==> src/rtl/gpio_in_cond_if.sv <==
// Pad-input conditioner bus: raw pad levels and per-channel controls in,
// conditioned levels and sticky edge status out.
interface gpio_in_cond_if #(
    parameter int unsigned WIDTH   = 8,
    parameter int unsigned DB_BITS = 4
);
    logic [WIDTH-1:0]   y;
    logic [WIDTH-1:0]   db_en;
    logic [DB_BITS-1:0] db_len;
    logic [WIDTH-1:0]   rise_en;
    logic [WIDTH-1:0]   fall_en;
    logic [WIDTH-1:0]   irq_clr;
    logic [WIDTH-1:0]   in_val;
    logic [WIDTH-1:0]   irq_stat;
    logic               irq;

    modport master (
        output y, db_en, db_len, rise_en, fall_en, irq_clr,
        input  in_val, irq_stat, irq
    );

    modport slave (
        input  y, db_en, db_len, rise_en, fall_en, irq_clr,
        output in_val, irq_stat, irq
    );
endinterface

==> src/rtl/gpio_in_cond.sv <==
// GPIO input conditioner: 2-flop synchronizer, optional per-channel debounce,
// and sticky rising/falling edge status with a combined interrupt.
module gpio_in_cond #(
    parameter int unsigned WIDTH   = 8,
    parameter int unsigned DB_BITS = 4
) (
    input logic           clk,
    input logic           rst_n,
    gpio_in_cond_if.slave bus
);
    logic [WIDTH-1:0]              s1_q, s2_q;
    logic [WIDTH-1:0]              in_val_q, in_val_d;
    logic [WIDTH-1:0]              irq_stat_q, irq_stat_d;
    logic [WIDTH-1:0][DB_BITS-1:0] cnt_q, cnt_d;
    logic [WIDTH-1:0]              rise, fall;

    always_ff @(posedge clk or negedge rst_n) begin
        if (!rst_n) begin
            s1_q       <= '0;
            s2_q       <= '0;
            in_val_q   <= '0;
            irq_stat_q <= '0;
            cnt_q      <= '0;
        end else begin
            s1_q       <= bus.y;
            s2_q       <= s1_q;
            in_val_q   <= in_val_d;
            irq_stat_q <= irq_stat_d;
            cnt_q      <= cnt_d;
        end
    end

    // The count holds the number of earlier consecutive mismatching cycles, so
    // reaching db_len means this cycle is mismatch db_len+1. Using >= lets a
    // shortened db_len take effect on the very next compare.
    always_comb begin
        in_val_d = in_val_q;
        cnt_d    = '0;
        for (int unsigned i = 0; i < WIDTH; i++) begin
            if (s2_q[i] != in_val_q[i]) begin
                if (!bus.db_en[i] || (cnt_q[i] >= bus.db_len)) begin
                    in_val_d[i] = s2_q[i];
                end else begin
                    cnt_d[i] = cnt_q[i] + 1'b1;
                end
            end
        end
    end

    always_comb begin
        rise       = in_val_d & ~in_val_q;
        fall       = ~in_val_d & in_val_q;
        irq_stat_d = (irq_stat_q & ~bus.irq_clr)
                   | (rise & bus.rise_en)
                   | (fall & bus.fall_en);
    end

    assign bus.in_val   = in_val_q;
    assign bus.irq_stat = irq_stat_q;
    assign bus.irq      = |irq_stat_q;
endmodule

==> src/flat_wrapper.sv <==
// flat-port wrapper written by rule: the top's interface ports become plain ports
module gpio_in_cond_flat 
#(
    parameter int unsigned WIDTH   = 8,
    parameter int unsigned DB_BITS = 4
)
  (clk, rst_n, bus_y, bus_db_en, bus_db_len, bus_rise_en, bus_fall_en, bus_irq_clr, bus_in_val, bus_irq_stat, bus_irq);
  gpio_in_cond_if #(.WIDTH(WIDTH), .DB_BITS(DB_BITS)) bus_i ();
  input logic clk;
  input logic rst_n;
  input wire logic [$bits(bus_i.y)-1:0] bus_y;
  input wire logic [$bits(bus_i.db_en)-1:0] bus_db_en;
  input wire logic [$bits(bus_i.db_len)-1:0] bus_db_len;
  input wire logic [$bits(bus_i.rise_en)-1:0] bus_rise_en;
  input wire logic [$bits(bus_i.fall_en)-1:0] bus_fall_en;
  input wire logic [$bits(bus_i.irq_clr)-1:0] bus_irq_clr;
  output wire logic [$bits(bus_i.in_val)-1:0] bus_in_val;
  output wire logic [$bits(bus_i.irq_stat)-1:0] bus_irq_stat;
  output wire logic [$bits(bus_i.irq)-1:0] bus_irq;
  assign bus_i.y = bus_y;
  assign bus_i.db_en = bus_db_en;
  assign bus_i.db_len = bus_db_len;
  assign bus_i.rise_en = bus_rise_en;
  assign bus_i.fall_en = bus_fall_en;
  assign bus_i.irq_clr = bus_irq_clr;
  assign bus_in_val = bus_i.in_val;
  assign bus_irq_stat = bus_i.irq_stat;
  assign bus_irq = bus_i.irq;
  gpio_in_cond #(.WIDTH(WIDTH), .DB_BITS(DB_BITS)) u_core (.clk(clk), .rst_n(rst_n), .bus(bus_i));
endmodule
==> config.mk <==
export PLATFORM = sky130hd
export DESIGN_NAME = gpio_in_cond_flat
export DESIGN_NICKNAME = d
export VERILOG_FILES = /design/src/rtl/gpio_in_cond_if.sv /design/src/rtl/gpio_in_cond.sv /design/src/flat_wrapper.sv
export SDC_FILE = /design/constraint.sdc
export NUM_CORES = 1
export LEC_CHECK = 0
export ABC_CLOCK_PERIOD_IN_PS = 4200
export CORE_UTILIZATION = 50
export DETAILED_ROUTE_END_ITERATION = 10
export PLACE_DENSITY = 0.82
export SLEW_MARGIN = 20
export SYNTH_ARGS = -nofsm -noshare
export SYNTH_HDL_FRONTEND = slang
export SYNTH_SLANG_ARGS = --single-unit
==> constraint.sdc <==
create_clock -name clk -period 4.2 [get_ports clk]
set_clock_uncertainty 0.1 [all_clocks]
set_input_delay 0.63 -clock clk [delete_from_list [all_inputs] [get_ports clk]]
set_output_delay 0.63 -clock clk [all_outputs]
set_load 0.02 [all_outputs]
==> results.yml, run 1 <==
status:
  status: "finished, violations left"
  violations: "DRC"
finish:
  multi_input_area_um2: 1690
  area_growth_pct: 27.6
  fin_util: 0.670
  seq_area_um2: 1600
  antenna_cells: 0
  stdcell_area_um2: 4330
  stdcell_count: 442
  layout-drive-gt1-share: 0.145
  nNetsFinal: 446
  fillers: 509
global_route:
  antenna_found_initial: 0
  grt_pass1_wl_um: 11200
  grt_max_degree: 45
  grt_use_total: 0.207
  grt_pass1_vias: 2428
  overflow: 0
min_path:
  hold_path_class: "flop to flop"
clock_network:
  cts_hold_buf: 0
  cts.sinks: 64
  cts_buffers: 9
  htreeDepth: 3
  cts.path.max_buffers: 2
  clkLatencyLatePin_ps: 340
  cts_resized: 0
  root_buffer: "clkbuf_8"
  cts_tree: "built"
  clk_pin_slew_worst_paths_ps: 70
  post-cts-setup-buffer-count: 0
sta:
  setup_violations: 0
  finalMaxSlewViolations: 0
  hold_ws_ps: 247
  period_share: 0.615
  fin_setup_tns_ps: 0
  layout_setup_ws_ps: 1620
  rsz0062_at_grt: "false"
  period_minus_slack_ps: 2580
  worst_pin_slew_ps: 956
  hold_violations: 0
  max_slew_margin: 0.362
  timing.fmax_mhz: 387
synthesis:
  synth-compound-area-share: 0.127
  yosysSeqAreaShare: 0.472
  synth_fp_nets: 372
  synth-edff-count: 0
  avgSynthCellArea_um2: 11.9
  yosysWarnings: 0
  synth-seq-cells: 64
  ys_types: 25
  netlist_instances: 286
  ys.flop_type: "dfrtp_1"
  synth_top_family_by_area: "adder cells"
  yosys.area_share.simple: 0.129
  synth_area_um2: 3390
  synth_xor_area_frac: 0.0594
  async_reset_ff_frac: 1.00
  synth_mux_area_frac: 0.0343
  synth_fa_ha_area_frac: 0.147
setup_path:
  critPathMaxStageDelay_ps: 550
  cp-start-kind: "flop"
  crit_fanout: 3
  path_delay_family: "buffers and inverters"
  worst_setup_path_end_kind: "primary output"
  path_buf_inv: 1
  cp_cell_sequence: "nor4_1 > nand2_1 > clkdlybuf4s50_1"
  cpMaxStageDelayCell: "clkdlybuf4s50_1"
  cp.required_ps: 3470
  critical_path_arrival_ps: 1850
  path_class: "flop to primary output"
job:
  drv_cap: 0
routing:
  firstDrtPassIters: 9
  wl_per_cell_um: 14.8
  routed_wl_um: 6550
  via_per_inst: 5.21
  num_vias: 2302
  drc: 6
  drt_iter0_markers: 98
  ant_nets: 0
power_and_ir_drop:
  ir_worst_vdd_mv: 0.187
  p_leak_nw: 2.04
  design_power_total_mw: 1.59
  powerDensity_nw_per_um2: 368
placed_design:
  placed_area_um2: 4110
  hpwl_um: 4800
  io_buffers: 62
  place_ws_ps: 1370
  place_inst: 426
  routabilityCongestion: 0.798
die:
  rows: 29
  start_util: 0.525
  die_area_um2: 7120
  core_area_um2: 6460
  design.portCount: 63
  dieWidth_um: 84.4
  die_y_um: 84.4
==> registers in the layout (all words and copies together) (netlist names) <==
| register | flops |
|---|---|
| u_core.s2_q | 8 |
| u_core.bus.irq_stat | 8 |
| u_core.cnt_q | 32 |
| u_core.s1_q | 8 |
| u_core.bus.in_val | 8 |
==> cells by family after synthesis <==
kind of cell               after synthesis
and+or+nand+nor                         76
muxes                                    8
buffers and inverters                   28
adders and majority gates               40
AOI/OAI and AO/OA                       47
DFF                                     64
xor gates and xnor gates                23
==> layout by cell type, fill, tap and decap left out, types with 2 or more instances in the layout <==
cell type        instances
nand3_1                  8
nor2_1                  32
mux2_4                   7
o211ai_1                 8
o21ai_0                  8
ha_1                    40
nor4_1                   2
dfrtp_1                 64
o21ai_2                  7
nand2b_4                 7
a211oi_4                 7
inv_1                   28
xor2_1                  15
clkdlybuf4s50_1         61
a22o_2                   7
nand2_1                 10
xnor2_1                  8
nor2b_1                  2
clkbuf_8                13
and2b_1                  7
nand3b_1                 7
o21ai_1                  7
==> routing by layer <==
layer  vias to the layer above  share of wire  global-route usage
met4                         0          0.024              0.0986
met2                        65           0.48               0.339
li1                       1127              -                   -
met3                        15          0.053              0.0492
met5                         -              0                   0
met1                      1095           0.44               0.260
==> power breakdown <==
part           internal (mW)  switching, mW
clock                  0.338          0.227
combinational          0.177          0.147
sequential             0.658         0.0444
total                   1.17          0.418
==> area by class of cell <==
type	instances	share of cell area
Timing Repair Buffer	63	0.144
Tap cell	77	0.0222
Sequential cell	64	0.370
Inverter	28	0.0243
Clock inverter	2	0.00809
Multi-Input combinational cell	194	0.389
Clock buffer	14	0.0422
==> Yosys cell counts (8+ instances only) <==
cell	n	share of area
dfrtp_1	64	0.47
ha_1	40	0.15
nor2_1	32	0.035
inv_1	28	0.031
xor2_1	15	0.039
nand2_1	10	0.011
nand3_1	8	0.012
o211ai_1	8	0.018
o21ai_0	8	0.012
xnor2_1	8	0.021
==> path summary, 6_finish.rpt <==
check | start | end | slack (ps) | cells after the start
max | u_core.bus.irq_stat[6] | bus_irq | 1620 | 3
min | u_core.s1_q[1] | u_core.s2_q[1] | 250 | 0
max reg2reg | u_core.cnt_q[0] | u_core.bus.in_val[0] | 2410 | 6
min reg2reg | u_core.s1_q[1] | u_core.s2_q[1] | 250 | 0
max in group asynchronous | rst_n | u_core.s2_q[3] | 2820 | 2
min in group asynchronous | rst_n | u_core.s2_q[4] | 340 | 1
No activity file was read; power rests on OpenSTA's default activity.
==> run 2: changes to the inputs <==
--- a/config.mk
+++ b/config.mk
@@ -5,10 +5,10 @@
 export SDC_FILE = /design/constraint.sdc
 export NUM_CORES = 1
 export LEC_CHECK = 0
-export ABC_CLOCK_PERIOD_IN_PS = 4200
-export CORE_UTILIZATION = 50
+export ABC_CLOCK_PERIOD_IN_PS = 2200
+export CORE_UTILIZATION = 47
 export DETAILED_ROUTE_END_ITERATION = 10
-export PLACE_DENSITY = 0.82
+export PLACE_DENSITY = 0.81
 export SLEW_MARGIN = 20
 export SYNTH_ARGS = -nofsm -noshare
 export SYNTH_HDL_FRONTEND = slang
==> constraint.sdc (replaced) <==
create_clock -name clk -period 2.2 [get_ports clk]
set_clock_uncertainty 0.1 [all_clocks]
set_input_delay 0.33 -clock clk [delete_from_list [all_inputs] [get_ports clk]]
set_output_delay 0.33 -clock clk [all_outputs]
set_load 0.02 [all_outputs]
==> run 2 against run 1 <==
  * The run now ends clean
  * Power grew 110%
  * Worst hold slack lost 2.2 ps
  * Sequential power grew 91%
  * Die area rose by 6.2%
  * Combinational power grew 93%
  * Sequential share of layout area down 1.1 points
  * Via count rose by 2.0%
  * Non-clock buffer count is 7 higher
  * Routed wire length fell by 1.0%
==> results.yml, run 2 (synthesis results as in run 1) <==
die:
  die_area_um2: 7560
  dieWidth_um: 87.0
  die_y_um: 87.0
  rows: 30
  start_util: 0.494
  core_area_um2: 6870
  design.portCount: 63
status:
  status: "finished clean"
sta:
  period_share: 0.902
  hold_ws_ps: 245
  fin_setup_tns_ps: 0
  finalMaxSlewViolations: 0
  setup_violations: 0
  hold_violations: 0
  timing.fmax_mhz: 504
  max_slew_margin: 0.720
  period_minus_slack_ps: 1990
  rsz0062_at_grt: "false"
  worst_pin_slew_ps: 420
routing:
  firstDrtPassIters: 4
  via_per_inst: 5.02
  routed_wl_um: 6480
  num_vias: 2349
  drc: 0
  ant_nets: 0
  drt_iter0_markers: 122
  wl_per_cell_um: 13.9
clock_network:
  root_buffer: "clkbuf_8"
  cts.path.max_buffers: 2
  htreeDepth: 3
  clk_pin_slew_worst_paths_ps: 70
  cts.sinks: 64
  clkLatencyLatePin_ps: 340
  cts_buffers: 9
  cts_tree: "built"
  post-cts-setup-buffer-count: 0
setup_path:
  reg2reg_to: "u_core.bus.in_val[6]"
  crit_fanout: 3
  cpMaxStageDelayCell: "dfrtp_1"
  cp-start-kind: "flop"
  cp.required_ps: 1770
  r2r_start: "u_core.cnt_q[24]"
  worst_setup_path_end_kind: "primary output"
  cp_cell_sequence: "nor4_2 > nand2_1 > dlygate4sd2_1"
  rrSetupSlack_ps: 400
  critical_path_arrival_ps: 1560
  critPathMaxStageDelay_ps: 440
  rr_worst_depth: 6
  path_class: "flop to primary output"
finish:
  layout-drive-gt1-share: 0.164
  final_common_cell: "dfrtp_1"
  area_growth_pct: 31.6
  layout_common_cells: "dfrtp_1, clkdlybuf4s50_1, ha_1"
  regMostFlops: "u_core.cnt_q"
  nNetsFinal: 453
  antenna_cells: 0
  fillers: 550
  largest_register_ffs: 32
placed_design:
  hpwl_um: 4920
  io_buffers: 62
  routabilityCongestion: 0.744
min_path:
  min_path_cells: 0
  hold_path_class: "flop to flop"
  holdPathEnd: "u_core.s2_q[6]"
  hp-start: "u_core.s1_q[6]"
job:
  drv_cap: 0
power_and_ir_drop:
  p_leak_nw: 2.10
  ir_worst_vdd_mv: 0.597
  design_power_total_mw: 3.32
  powerDensity_nw_per_um2: 743
global_route:
  grt_pass1_vias: 2364
  grt_max_degree: 27
  grt_use_total: 0.193
  grt_pass1_wl_um: 10800
  overflow: 0
  antenna_found_initial: 0
[run 2: power breakdown]
part | switching, mW | internal, mW
Sequential | 0.0894 | 1.26
Combinational | 0.279 | 0.345
Clock | 0.456 | 0.894
Total | 0.824 | 2.50
[run 2: through the flow]
stage               instance area (um^2)  setup slack, ps  utilization  cells
finish                              4460              215        0.650    468
global route                        4460              140        0.650    468
CTS                                 4460              191        0.650    468
global placement                    4180            -63.9        0.609    451
detailed placement                  4180            -75.9        0.609    451
floorplan                           3390              558            -    286
[run 2: metal layers]
metal / GRT usage / wire [um] / vias to the layer above
met5: 0 / 0 / -
met1: 0.229 / 2810 / 1139
met4: 0.0591 / 40 / 0
met2: 0.339 / 3280 / 62
met3: 0.0550 / 353 / 4
li1: - / - / 1144
[run 2: worst max-delay path by stage]
stage	endpoint	startpoint
floorplan	u_core.bus.in_val[6]	u_core.cnt_q[24]
global placement	u_core.bus.in_val[7]	bus_db_len[1]
detailed placement	u_core.bus.in_val[7]	bus_db_len[1]
CTS	bus_irq	u_core.bus.irq_stat[6]
global route	bus_irq	u_core.bus.irq_stat[6]
finish	bus_irq	u_core.bus.irq_stat[6]
[run 2: layout make-up]
cell class	instances	area, um^2	area share
well taps	96	120	0.0269
flip-flops and latches	64	1600	0.359
clock inverters	6	130	0.0291
inverters	28	105	0.0235
multi-input cells	194	1690	0.379
repair buffers	70	677	0.152
clock buffers	10	138	0.0308
[run 2: timing repair]
item                                    4_1_cts  5_1_grt
resized for setup                             2        0
endpoints found under the hold margin        14        0
endpoints found under the setup margin        1        0
hold buffers                                  1        0
[run 2: worst max-delay path: cells and delay by family (launching register included)]
| family | cells | cell delay [ps] |
|---|---|---|
| buf+inv | 1 | 330 |
| flops | 1 | 440 |
| simple gates | 2 | 450 |
